--- src/rtl/add_reservation_station.sv ---
// Reservation station for the integer add/sub unit: holds issued operations, snoops the
// CDB for pending operands and dispatches the lowest-index ready entry to the adder.
module add_reservation_station #(
    parameter int ENTRIES  = 3,
    parameter int TAG_BASE = 1
) (
    input  logic        clk,
    input  logic        reset,
    input  logic        issue_valid,
    input  logic        issue_sub,
    input  logic [3:0]  issue_qj,
    input  logic [3:0]  issue_qk,
    input  logic [31:0] issue_vj,
    input  logic [31:0] issue_vk,
    output logic        rs_full,
    output logic [3:0]  issue_tag,
    input  logic        cdb_valid,
    input  logic [3:0]  cdb_tag,
    input  logic [31:0] cdb_data,
    output logic        fu_start,
    output logic [31:0] fu_srca,
    output logic [31:0] fu_srcb,
    output logic [3:0]  fu_tag,
    input  logic        fu_release
);

    typedef enum logic [1:0] {FREE, WAIT, READY, EXEC} entry_state_t;

    entry_state_t state_q [ENTRIES];
    entry_state_t state_d [ENTRIES];
    logic [3:0]   qj_q    [ENTRIES];
    logic [3:0]   qj_d    [ENTRIES];
    logic [3:0]   qk_q    [ENTRIES];
    logic [3:0]   qk_d    [ENTRIES];
    logic [31:0]  vj_q    [ENTRIES];
    logic [31:0]  vj_d    [ENTRIES];
    logic [31:0]  vk_q    [ENTRIES];
    logic [31:0]  vk_d    [ENTRIES];
    logic         sub_q   [ENTRIES];
    logic         sub_d   [ENTRIES];

    logic               fu_busy;
    logic               free_found;
    logic [ENTRIES-1:0] free_sel;
    logic [3:0]         free_tag;
    logic               ready_found;
    logic [ENTRIES-1:0] ready_sel;
    logic [31:0]        disp_vj;
    logic [31:0]        disp_vk;
    logic               disp_sub;
    logic [3:0]         disp_tag;
    logic               do_issue;
    logic               do_dispatch;
    logic               fwd_j;
    logic               fwd_k;

    // Priority pick of the lowest-index FREE and READY entries, from registered state only.
    always_comb begin
        free_found  = 1'b0;
        free_sel    = '0;
        free_tag    = 4'(TAG_BASE);
        ready_found = 1'b0;
        ready_sel   = '0;
        disp_vj     = '0;
        disp_vk     = '0;
        disp_sub    = 1'b0;
        disp_tag    = '0;
        for (int i = ENTRIES - 1; i >= 0; i--) begin
            if (state_q[i] == FREE) begin
                free_found  = 1'b1;
                free_sel    = '0;
                free_sel[i] = 1'b1;
                free_tag    = 4'(TAG_BASE + i);
            end
            if (state_q[i] == READY) begin
                ready_found  = 1'b1;
                ready_sel    = '0;
                ready_sel[i] = 1'b1;
                disp_vj      = vj_q[i];
                disp_vk      = vk_q[i];
                disp_sub     = sub_q[i];
                disp_tag     = 4'(TAG_BASE + i);
            end
        end
    end

    assign rs_full     = !free_found;
    assign issue_tag   = free_tag;
    assign do_issue    = issue_valid && free_found;
    assign do_dispatch = !fu_busy && ready_found;
    assign fwd_j       = (issue_qj != 4'd0) && cdb_valid && (cdb_tag == issue_qj);
    assign fwd_k       = (issue_qk != 4'd0) && cdb_valid && (cdb_tag == issue_qk);

    always_comb begin
        for (int i = 0; i < ENTRIES; i++) begin
            state_d[i] = state_q[i];
            qj_d[i]    = qj_q[i];
            qk_d[i]    = qk_q[i];
            vj_d[i]    = vj_q[i];
            vk_d[i]    = vk_q[i];
            sub_d[i]   = sub_q[i];
            if (state_q[i] == WAIT) begin
                if (cdb_valid && cdb_tag != 4'd0 && cdb_tag == qj_q[i]) begin
                    vj_d[i] = cdb_data;
                    qj_d[i] = 4'd0;
                end
                if (cdb_valid && cdb_tag != 4'd0 && cdb_tag == qk_q[i]) begin
                    vk_d[i] = cdb_data;
                    qk_d[i] = 4'd0;
                end
                if (qj_d[i] == 4'd0 && qk_d[i] == 4'd0) begin
                    state_d[i] = READY;
                end
            end
            if (ready_sel[i] && do_dispatch) begin
                state_d[i] = EXEC;
            end
            // A released entry only becomes allocatable on the following cycle.
            if (state_q[i] == EXEC && fu_release) begin
                state_d[i] = FREE;
            end
            if (free_sel[i] && do_issue) begin
                sub_d[i]   = issue_sub;
                qj_d[i]    = fwd_j ? 4'd0 : issue_qj;
                qk_d[i]    = fwd_k ? 4'd0 : issue_qk;
                vj_d[i]    = fwd_j ? cdb_data : issue_vj;
                vk_d[i]    = fwd_k ? cdb_data : issue_vk;
                state_d[i] = (qj_d[i] == 4'd0 && qk_d[i] == 4'd0) ? READY : WAIT;
            end
        end
    end

    always_ff @(posedge clk or posedge reset) begin
        if (reset) begin
            for (int i = 0; i < ENTRIES; i++) begin
                state_q[i] <= FREE;
                qj_q[i]    <= '0;
                qk_q[i]    <= '0;
                vj_q[i]    <= '0;
                vk_q[i]    <= '0;
                sub_q[i]   <= 1'b0;
            end
        end else begin
            for (int i = 0; i < ENTRIES; i++) begin
                state_q[i] <= state_d[i];
                qj_q[i]    <= qj_d[i];
                qk_q[i]    <= qk_d[i];
                vj_q[i]    <= vj_d[i];
                vk_q[i]    <= vk_d[i];
                sub_q[i]   <= sub_d[i];
            end
        end
    end

    // Dispatch operands and tag stay put between pulses; the adder watches fu_tag every cycle.
    always_ff @(posedge clk or posedge reset) begin
        if (reset) begin
            fu_busy  <= 1'b0;
            fu_start <= 1'b0;
            fu_srca  <= '0;
            fu_srcb  <= '0;
            fu_tag   <= '0;
        end else begin
            fu_start <= do_dispatch;
            if (do_dispatch) begin
                fu_busy <= 1'b1;
                fu_srca <= disp_vj;
                fu_srcb <= disp_sub ? (~disp_vk + 32'd1) : disp_vk;
                fu_tag  <= disp_tag;
            end else if (fu_release) begin
                fu_busy <= 1'b0;
            end
        end
    end

endmodule
--- config.mk ---
export PLATFORM = sky130hd
export DESIGN_NAME = add_reservation_station
export DESIGN_NICKNAME = d
export VERILOG_FILES = /design/src/rtl/add_reservation_station.sv
export SDC_FILE = /design/constraint.sdc
export NUM_CORES = 1
export LEC_CHECK = 0
export BUFFER_PORTS_ARGS = -buffer_cell sky130_fd_sc_hd__buf_4
export CAP_MARGIN = 5
export CORE_MARGIN = 3
export CORE_UTILIZATION = 53
export CTS_CLUSTER_SIZE = 8
export DETAILED_ROUTE_END_ITERATION = 16
export PLACE_DENSITY_LB_ADDON = 0.25
export REMOVE_ABC_BUFFERS = 1
export SLEW_MARGIN = 20
export SYNTH_ARGS = -nofsm -noshare
export SYNTH_HDL_FRONTEND = slang
export SYNTH_SLANG_ARGS = --single-unit
--- constraint.sdc ---
create_clock -name clk -period 8.75 [get_ports clk]
set_clock_uncertainty 0.1 [all_clocks]
set_input_delay 0.4375 -clock clk [delete_from_list [all_inputs] [get_ports clk]]
set_output_delay 0.4375 -clock clk [all_outputs]
set_load 0.05 [all_outputs]
==> results.md, run 1 <==
Outcome:
- The flow ran to the end, and the final reports show no timing, DRC or antenna violations.

CTS:
- The number of buffers created by CTS is between 40 and 50.
- The number of gates resized after CTS was 0.
- The number of setup buffers added after CTS is 0.
- The clock tree root buffer cell is clkbuf_16.
- The clock latency reported for the late side of the worst-skew pair is approximately 530 ps.
- The number of levels the H-tree was split into is 2.
- The CTS tree is built.
- Clock-pin slew was measured on the worst setup and hold paths at ~50 ps.
- The number of sinks handled by clock tree synthesis is between 200 and 300.
- In this run the deepest clock path goes through 3 buffers.

Detailed routing:
- The final route contains 13790 vias.
- The detailed-routing iteration count for the pre-antenna-repair pass is 6.
- The initial detailed-routing violation count is roughly 1400.
- The routed design has 47920 um of wire.
- In the routed design, unresolved DRC markers number 0.
- In the final routed layout, each cell accounts on average for ~23 um.
- In this run the remaining antenna-violating nets after routing total 0.
- The vias per cell is 6.492.

Logic synthesis:
- The combined area of all synthesized cells is between 10000 and 15000 um2.
- Synthesis instantiated between 60 and 70 different standard cells from the library.
- During synthesis, Yosys emitted a total of 0 warnings.
- The share of the synthesized area in the top cell type is 0.5030.
- For this run, the leading register cell type out of synthesis is dfrtp_1.
- Yosys instantiated no cell more often than nor2_1.
- By count the netlist is led by nor2_1, dfrtp_1, o22ai_1.
- After synthesis the netlist holds a flip-flop and latch count of between 200 and 300.
- In the post-synthesis netlist, the biggest area contributors are dfrtp_1, nor2_1, o22ai_1.
- For this run, the register share of the synthesized area comes to 0.5030.
- Counting flops with a built-in enable in the synthesized netlist gives 0.
- The per-instance average area after synthesis is just under 9 um2.
- The post-synthesis async set-or-reset flop share is 1.000.
- The biggest area contributor in the post-synthesis netlist is dfrtp_1.
- The synthesized instance count is between 1500 and 2000.

Pwr:
- Summed over all nets, the switching power comes to between 3 and 4 mW.
- The fraction of power spent switching nets is 0.4515.
- The share of total power dissipated in the clock network is 0.184.
- The proportion of power drawn by flip-flops and latches is 0.326.
- Internal power comes to roughly 4.3 mW.
- The overall power is just under 8 mW.
- The largest voltage drop on the vdd net is 219.8 uV.
- In this run the static leakage power is roughly 7.6 nW.
- The combinational fraction of design power is 0.490.
- Power spread over the standard cell area amounts to around 460 nW/um2.

Timing:
- The relative max-transition margin is 0.2279.
- Subtracting the final worst setup slack from the clock period gives ~4500 ps.
- The final number of hold-violating endpoints was 0.
- At the pin with the least slew margin, the transition time is about 1200 ps.
- Setup repair after global routing left no endpoint under its margin.
- Of the available clock period, the critical path in the final layout requires 0.5138.
- Setup violations remaining at the end of the flow were counted as 0.
- Static timing analysis puts the maximum clock frequency at ~220 MHz.
- On the final layout, the worst hold slack is approximately 48 ps.
- The final count of pins violating max slew is 0.

Critical path:
- The reg2reg setup slack is ~4300 ps.
- For the worst flop-to-flop path, the logic depth is 12.
- Of all nets on the critical path, the largest fanout is 66.
- The data arrival time at the worst-slack endpoint is around 4800 ps.
- The launch instance of the worst register-to-register path is state_q[3].
- The type of the setup path with the least slack is reg -> reg.
- The endpoint of the worst register-to-register path is fu_srcb[26].
- The startpoint kind of the worst setup timing path is a flop.
- The critical path endpoint category is a flop.
- The worst path required time is around 9000 ps.

Global routing:
- The number of antenna violations at the first check in global routing came to 0.
- The global-route congestion overflow total is 0.
- The wire length of the first global-routing pass is roughly 74000 um.
- The global router's overall resource usage is 0.3213.
- The via count of the first global-routing pass was about 14000.
- The largest net degree at the start of global routing is 106.

Layout:
- From synthesis to final layout, the design area changed by 18.25%.
- The filler cells instantiated in the layout total about 2300.
- The proportion of layout cells with a drive suffix above 1 is 0.1621.
- The number of diodes is 0.
- The number of nets in the layout is roughly 1900.
- For this run, the share of the core covered by cells in the final layout is 0.6378.

Placed design:
- The congestion estimate from routability-driven global placement came to between 0.9 and 1.
- Input and output buffers added on the ports amount to 183.
- Summed over all nets, the half-perimeter wirelength after detailed placement is between 30000 and 40000 um.

Hold path:
- The startpoint identified for the worst hold timing path is issue_sub.
- The instance count along the most critical hold path is 3.
- The end point of the worst hold path is sub_q[2].
- The min-delay analysis places its worst path in the category in -> reg.

Die:
- The die outline height is around 170 um.
- The width of the die is about 170 um.
- The core region is around 27000 um2.
- The starting density of the core is 0.5394.
- The cell row count is 60.
- The overall die area is approximately 30000 um2.
- between 150 and 200 I/O pins were placed.

Job:
- The count of maximum capacitance violations is 0.
-- worst max-delay path by stage --
stage                   to       start  slack [ps]
2_1_floorplan  fu_srcb[27]  state_q[3]       -1030
3_3_place_gp   fu_srcb[28]  state_q[3]        4620
3_5_place_dp   fu_srcb[26]  state_q[3]        4390
4_1_cts        fu_srcb[26]  state_q[3]        4400
5_1_grt        fu_srcb[28]  state_q[3]        3980
6_report       fu_srcb[26]  state_q[3]        4250
-- critical path, stage by stage, from the launching register on --
cell and delay [ps]:
dfrtp_1 720, nor2b_4 290, buf_4 720, nor2_2 120
a221o_1 320, o21ai_0 140, ha_1 280, nor4b_1 260
a41oi_1 190, nor4_2 690, a41oi_1 240, xnor2_1 190
o21ai_1 70
-- placed cells by master (no fill, tap or decap), types with 11 or more instances in the layout --
cell type  netlist  layout
dfrtp_1        293     293
a31oi_1         20      20
nor3_1          16      16
clkbuf_16        0      45
nor4_1          11      11
nand2_1         90      90
o22ai_1        214     214
o21ai_0        106     106
a21oi_1         60      53
buf_4            5     206
and3b_1         17      17
inv_1           60      59
nor2_1         384     383
xnor2_1         40      40
xor2_1          14      14
nand3_1         14      14
a221o_1         38      38
-- repair_timing --
item	4_1_cts	5_1_grt
hold buffers	1	0
endpoints found under the hold margin	94	0
endpoints found under the setup margin	0	0
-- metrics by stage --
| step | setup slack, ps | area, um2 | TNS, ps | std cells |
|---|---|---|---|---|
| 2_1_floorplan | -1027 | 14030 | -5665 | 1530 |
| 3_3_place_gp | 4623 | 16100 | 0 | 2077 |
| 3_5_place_dp | 4394 | 16100 | 0 | 2077 |
| 4_1_cts | 4401 | 17240 | 0 | 2124 |
| 5_1_grt | 3975 | 17240 | 0 | 2124 |
| 6_report | 4255 | 17240 | 0 | 2124 |
-- cells by family (layout without fill, tap and decap cells) --
kind of cell	after synthesis	count (layout)	synth area share
multiplexers	2	2	0.001459
other	1	4	0.0002573
flip-flops	293	293	0.5030
XOR/XNOR	54	54	0.03245
AO/OA/AOI/OAI	525	525	0.2320
AND/OR/NAND/NOR	590	590	0.1763
buffers and inverters	189	314	0.05365
adder cells (fa/ha/maj)	1	1	0.0008582
-- routing by layer --
layer,vias up,GRT usage,wire length (um)
met5,-,0,0
met4,0,0.1361,1483
met3,112,0.06872,4643
met2,813,0.5217,22880
met1,6720,0.4207,18910
li1,6144,-,-
-- flip-flops by register name, indices dropped and copies added (netlist names) --
name / count
fu_tag: 2
fu_srcb: 32
vk_q: 96
vj_q: 96
qj_q: 12
sub_q: 3
qk_q: 12
fu_start: 1
state_q: 6
fu_busy: 1
fu_srca: 32
-- power groups by stage --
stage / Clock, mW / Combinational (mW) / Sequential [mW]
5_1_grt: 1.52 / 4.22 / 2.63
4_1_cts: 1.47 / 3.84 / 2.55
2_1_floorplan: 0 / 2.32 / 2.87
6_report: 1.45 / 3.88 / 2.58
3_5_place_dp: 0 / 3.81 / 2.56
3_3_place_gp: 0 / 3.70 / 2.53
-- layout make-up --
type / instances / area (um2) / area share
multi-input cells: 1176 / 6554 / 0.3802
well taps: 341 / 426.7 / 0.02475
clock buffers: 45 / 1126 / 0.06533
repair buffers: 207 / 1556 / 0.09030
clock inverters: 1 / 5.005 / 0.0002904
flip-flops and latches: 293 / 7332 / 0.4254
inverters: 61 / 236.5 / 0.01372
Power figures use the tool's default switching activity.
==> run 2, diff against run 1 <==
Settings changed: CORE_UTILIZATION 53 to 58.
Clock period 8.75 ns to 4.15 ns, I/O delays scaled along.
==> run 2 against run 1 <==
Against the previous run:
- final area is 10% higher
- largest power group unchanged
- first-iteration DRC count is 37% higher
- clock power is 110% higher
- sequential cell count stayed put
- setup slack worse by 3700 ps
- global-route usage is 6.2 points higher
- via count is 10% higher
- non-clock buffer count is 176 higher
- critical endpoint is now fu_srcb[28]
- hold slack better by 33 ps
- register-to-register slack worse by 3700 ps
- critical path type unchanged
- sequential share of layout area is 3.9 points lower
- die area is 8.3% lower
==> results.md, run 2 (same netlist as run 1, synthesis figures left out) <==
Detailed routing:
- The number of vias after detailed routing came to 15200 (+10%).
- The detailed-routing iteration count for the pre-antenna-repair pass is 6 (unchanged).
- The vias per cell is 6.656 (+2.5%).
- The count of unresolved DRC violations after routing is 0 (unchanged).
- The post-detailed-route wirelength per cell is 22.73 um (+0.72%).
- The total wire length after detailed routing is 51900 um (+8.3%).
- The remaining antenna violation count is 0 (unchanged).
- The initial detailed-routing violation count is 1935 (+37%).

Global routing:
- The wire length of the first global-routing pass is 81880 um (+10%).
- The via count of the first global-routing pass came to 15450 (+13%).
- The largest net degree at the start of global routing was 104 (-1.9%).
- The global-route congestion overflow total is 0 (unchanged).
- The number of antenna violations at the first check in global routing was 0 (unchanged).
- The global router's overall resource usage is 0.3830 (+0.06173).

Pwr:
- The power density over the cells came to 924.5 nW/um2 (+100%).
- The proportion of power drawn by flip-flops and latches was 0.308 (-0.018).
- The cell-internal power came to 9.618 mW (+120%).
- The share of power burned in the clock network is 0.173 (-0.011).
- The static leakage is 8.331 nW (+9.6%).
- The overall power is 17.52 mW (+120%).
- The fraction of power spent switching nets came to 0.4512 (about the same).
- The net switching power of the design is 7.906 mW (+120%).
- The largest voltage drop on the vdd net came to 749.7 uV (+240%).
- The combinational fraction of design power is 0.519 (+0.029).

Timing:
- The final count of pins violating max slew is 0 (unchanged).
- The clock period minus worst slack is 3605 ps (-890.3 ps).
- The achievable clock frequency was 277.4 MHz (+25%).
- Setup repair after global routing left no endpoint under its margin.
- The relative max-transition margin is 0.1895 (-0.03835).
- The final number of hold-violating endpoints is 0 (unchanged).
- The count of final setup violators is 0 (unchanged).
- The part of the cycle the worst path needs came to 0.8687 (+0.3550).
- The slew at the pin closest to its max-slew limit came to 1216 ps (+57.53 ps).

Critical path:
- The signal on the critical path passes through nor2b_4, nor2_4, a221o_1, o21ai_0, ha_1, nor4b_1, a41oi_1, nor4_2, a41oi_1, xnor2_1, o21ai_1.
- The data arrival time at the worst-slack endpoint was 3900 ps (-870 ps).
- The endpoint of the worst register-to-register path is fu_srcb[28].
- The length in cells of the worst reg-to-reg path is 11 (-1).
- By startpoint and endpoint, the worst setup path is classified as reg -> reg.
- The delay of the slowest cell on the worst path came to 670 ps (-50 ps).
- The reg2reg setup slack was 540 ps (-3710 ps).
- The critical path's slowest cell is nor4_2.
- The critical path startpoint is state_q[2].
- The maximum fanout encountered on the critical timing path came to 17 (-74%).
- The cell family with the largest share of critical-path delay is simple AND/OR/NAND/NOR gates.
- The buffering stage count on the worst path with inverters included is 0 (-1).
- The startpoint kind of the worst setup timing path is a flop.
- The worst path required time is 4440 ps (-4590 ps).
- The launch instance of the worst register-to-register path is state_q[2].
- The most repeated library cell on the critical path is a41oi_1.
- The total stage count of the critical path is 11 (-1).
- STA classifies the critical path endpoint as a flop.
- Following the worst setup path forward leads to its endpoint at fu_srcb[28].

Die:
- The width of the die is 164.5 um (-4.3%).
- The placeable core area is 24530 um2 (-9.2%).
- The overall die area is 27070 um2 (-8.3%).
- The die outline height is 164.5 um (-4.3%).
- The number of ports placed on the die boundary is 188 (unchanged).
- The starting density of the core is 0.5941 (+0.05479).
- The cell row count came to 57 (-5.0%).

Hold path:
- The path class of the lowest-slack min-delay path is in -> reg.

CTS:
- The clock latency reported for the late side of the worst-skew pair is 540 ps (about the same).
- The maximum number of buffers from clock root to sink is 3 (unchanged).
- The number of gates resized after cts came to 0 (unchanged).
- The buffer count from post-CTS setup fixing came to 0 (unchanged).
- The CTS tree is built.
- The tree is rooted in a clkbuf_16.
- The number of levels the H-tree was split into was 2 (unchanged).
- The number of sinks handled by clock tree synthesis is 293 (unchanged).
- The clock edge transition at the registers on the reported setup and hold paths came to 50 ps (about the same).
- The number of buffers created by CTS was 42 (unchanged).

Layout:
- The number of nets in the layout is 2072 (+9.3%).
- The final design utilization is 0.7726 (+0.1349).
- The proportion of layout cells with a drive suffix above 1 is 0.1587 (-0.003413).
- The library cells used most frequently in the layout, excluding fill and tap cells, are nor2_1, dfrtp_1, buf_4.
- The number of diodes is 0 (unchanged).
- The area growth from synthesis to final layout is 30.04%.
- The largest registers in the layout are vj_q (96), vk_q (96).
- Leaving out fill and tap cells, the most frequent cell in the layout is nor2_1.
- The number of inserted filler cells in the final layout was 1625 (-28%).

Job:
- The count of maximum capacitance violations came to 0 (unchanged).

Placed design:
- The count of buffers inserted at the top-level ports is 183 (unchanged).
- The placer's final routability congestion estimate was 0.9754 (+2.5%).
- The estimated wirelength of the detail-placed design came to 30990 um (+1.6%).

Outcome:
- The flow ran to the end, and the final reports show no timing, DRC or antenna violations.
==> run 2: changes by cell type in the layout (fill, tap and decap cells not counted), moves of 2 or more <==
cell,delta
clkbuf_16,-3
buf_4,+18
dlygate4sd3_1,+153
inv_6,+2
buf_12,+5
==> run 2: area by class of cell <==
| cell class | count | area (um2) | share of cell area |
|---|---|---|---|
| inverters | 61 | 236.5 | 0.01248 |
| clock buffers | 44 | 1069 | 0.05637 |
| clock inverters | 3 | 33.78 | 0.001782 |
| flip-flops and latches | 293 | 7332 | 0.3868 |
| well taps | 324 | 405.4 | 0.02139 |
| multi-input cells | 1176 | 6556 | 0.3459 |
| repair buffers | 383 | 3323 | 0.1753 |
==> run 2: routing by layer <==
metal / wire [um] / track usage
met1: 19530 / 0.4926
met2: 24480 / 0.6278
met3: 5518 / 0.07625
met4: 2375 / 0.1769
met5: 0 / 0
==> run 2: worst min-delay path by stage <==
stage	startpoint	to	slack, ps	depth (start not counted)
after floorplan	fu_release	fu_busy	200	1
after global placement	reset	sub_q[0]	240	2
after detailed placement	reset	fu_busy	240	2
after CTS	issue_qj[0]	qj_q[4]	60	3
after global routing	issue_qj[0]	qj_q[4]	130	3
final	issue_qj[0]	qj_q[4]	80	3
==> run 2: through the flow <==
step / setup TNS, ps / setup WS [ps] / std cells / hold slack (ps) / area [um2]
finish: 0 / 544.8 / 2284 / 81.16 / 18960
global route: 0 / 265.2 / 2284 / 134.7 / 18960
CTS: 0 / 578.0 / 2284 / 57.60 / 18960
detailed placement: 0 / 564.3 / 2083 / 240.4 / 16310
global placement: 0 / 766.6 / 2083 / 238.7 / 16310
floorplan: -1533520 / -5627 / 1530 / 203.9 / 14030
==> run 2: repair_timing <==
action,in CTS,in global routing
hold endpoints to repair,301,0
endpoints found under the setup margin,0,0
hold buffers,154,0
==> run 2: tightest hold or removal path, stage by stage <==
cell and delay [ps]:
buf_4 110, o21ai_0 210, o22ai_1 110
==> run 2: power groups by stage <==
| stage | clock, mW | sequential (mW) | combinational, mW |
|---|---|---|---|
| after floorplan | 0 | 6.04 | 4.90 |
| after global placement | 0 | 5.26 | 8.06 |
| after detailed placement | 0 | 5.31 | 8.30 |
| after CTS | 3.01 | 5.30 | 8.84 |
| after global routing | 3.14 | 5.50 | 9.82 |
| final | 3.02 | 5.40 | 9.10 |
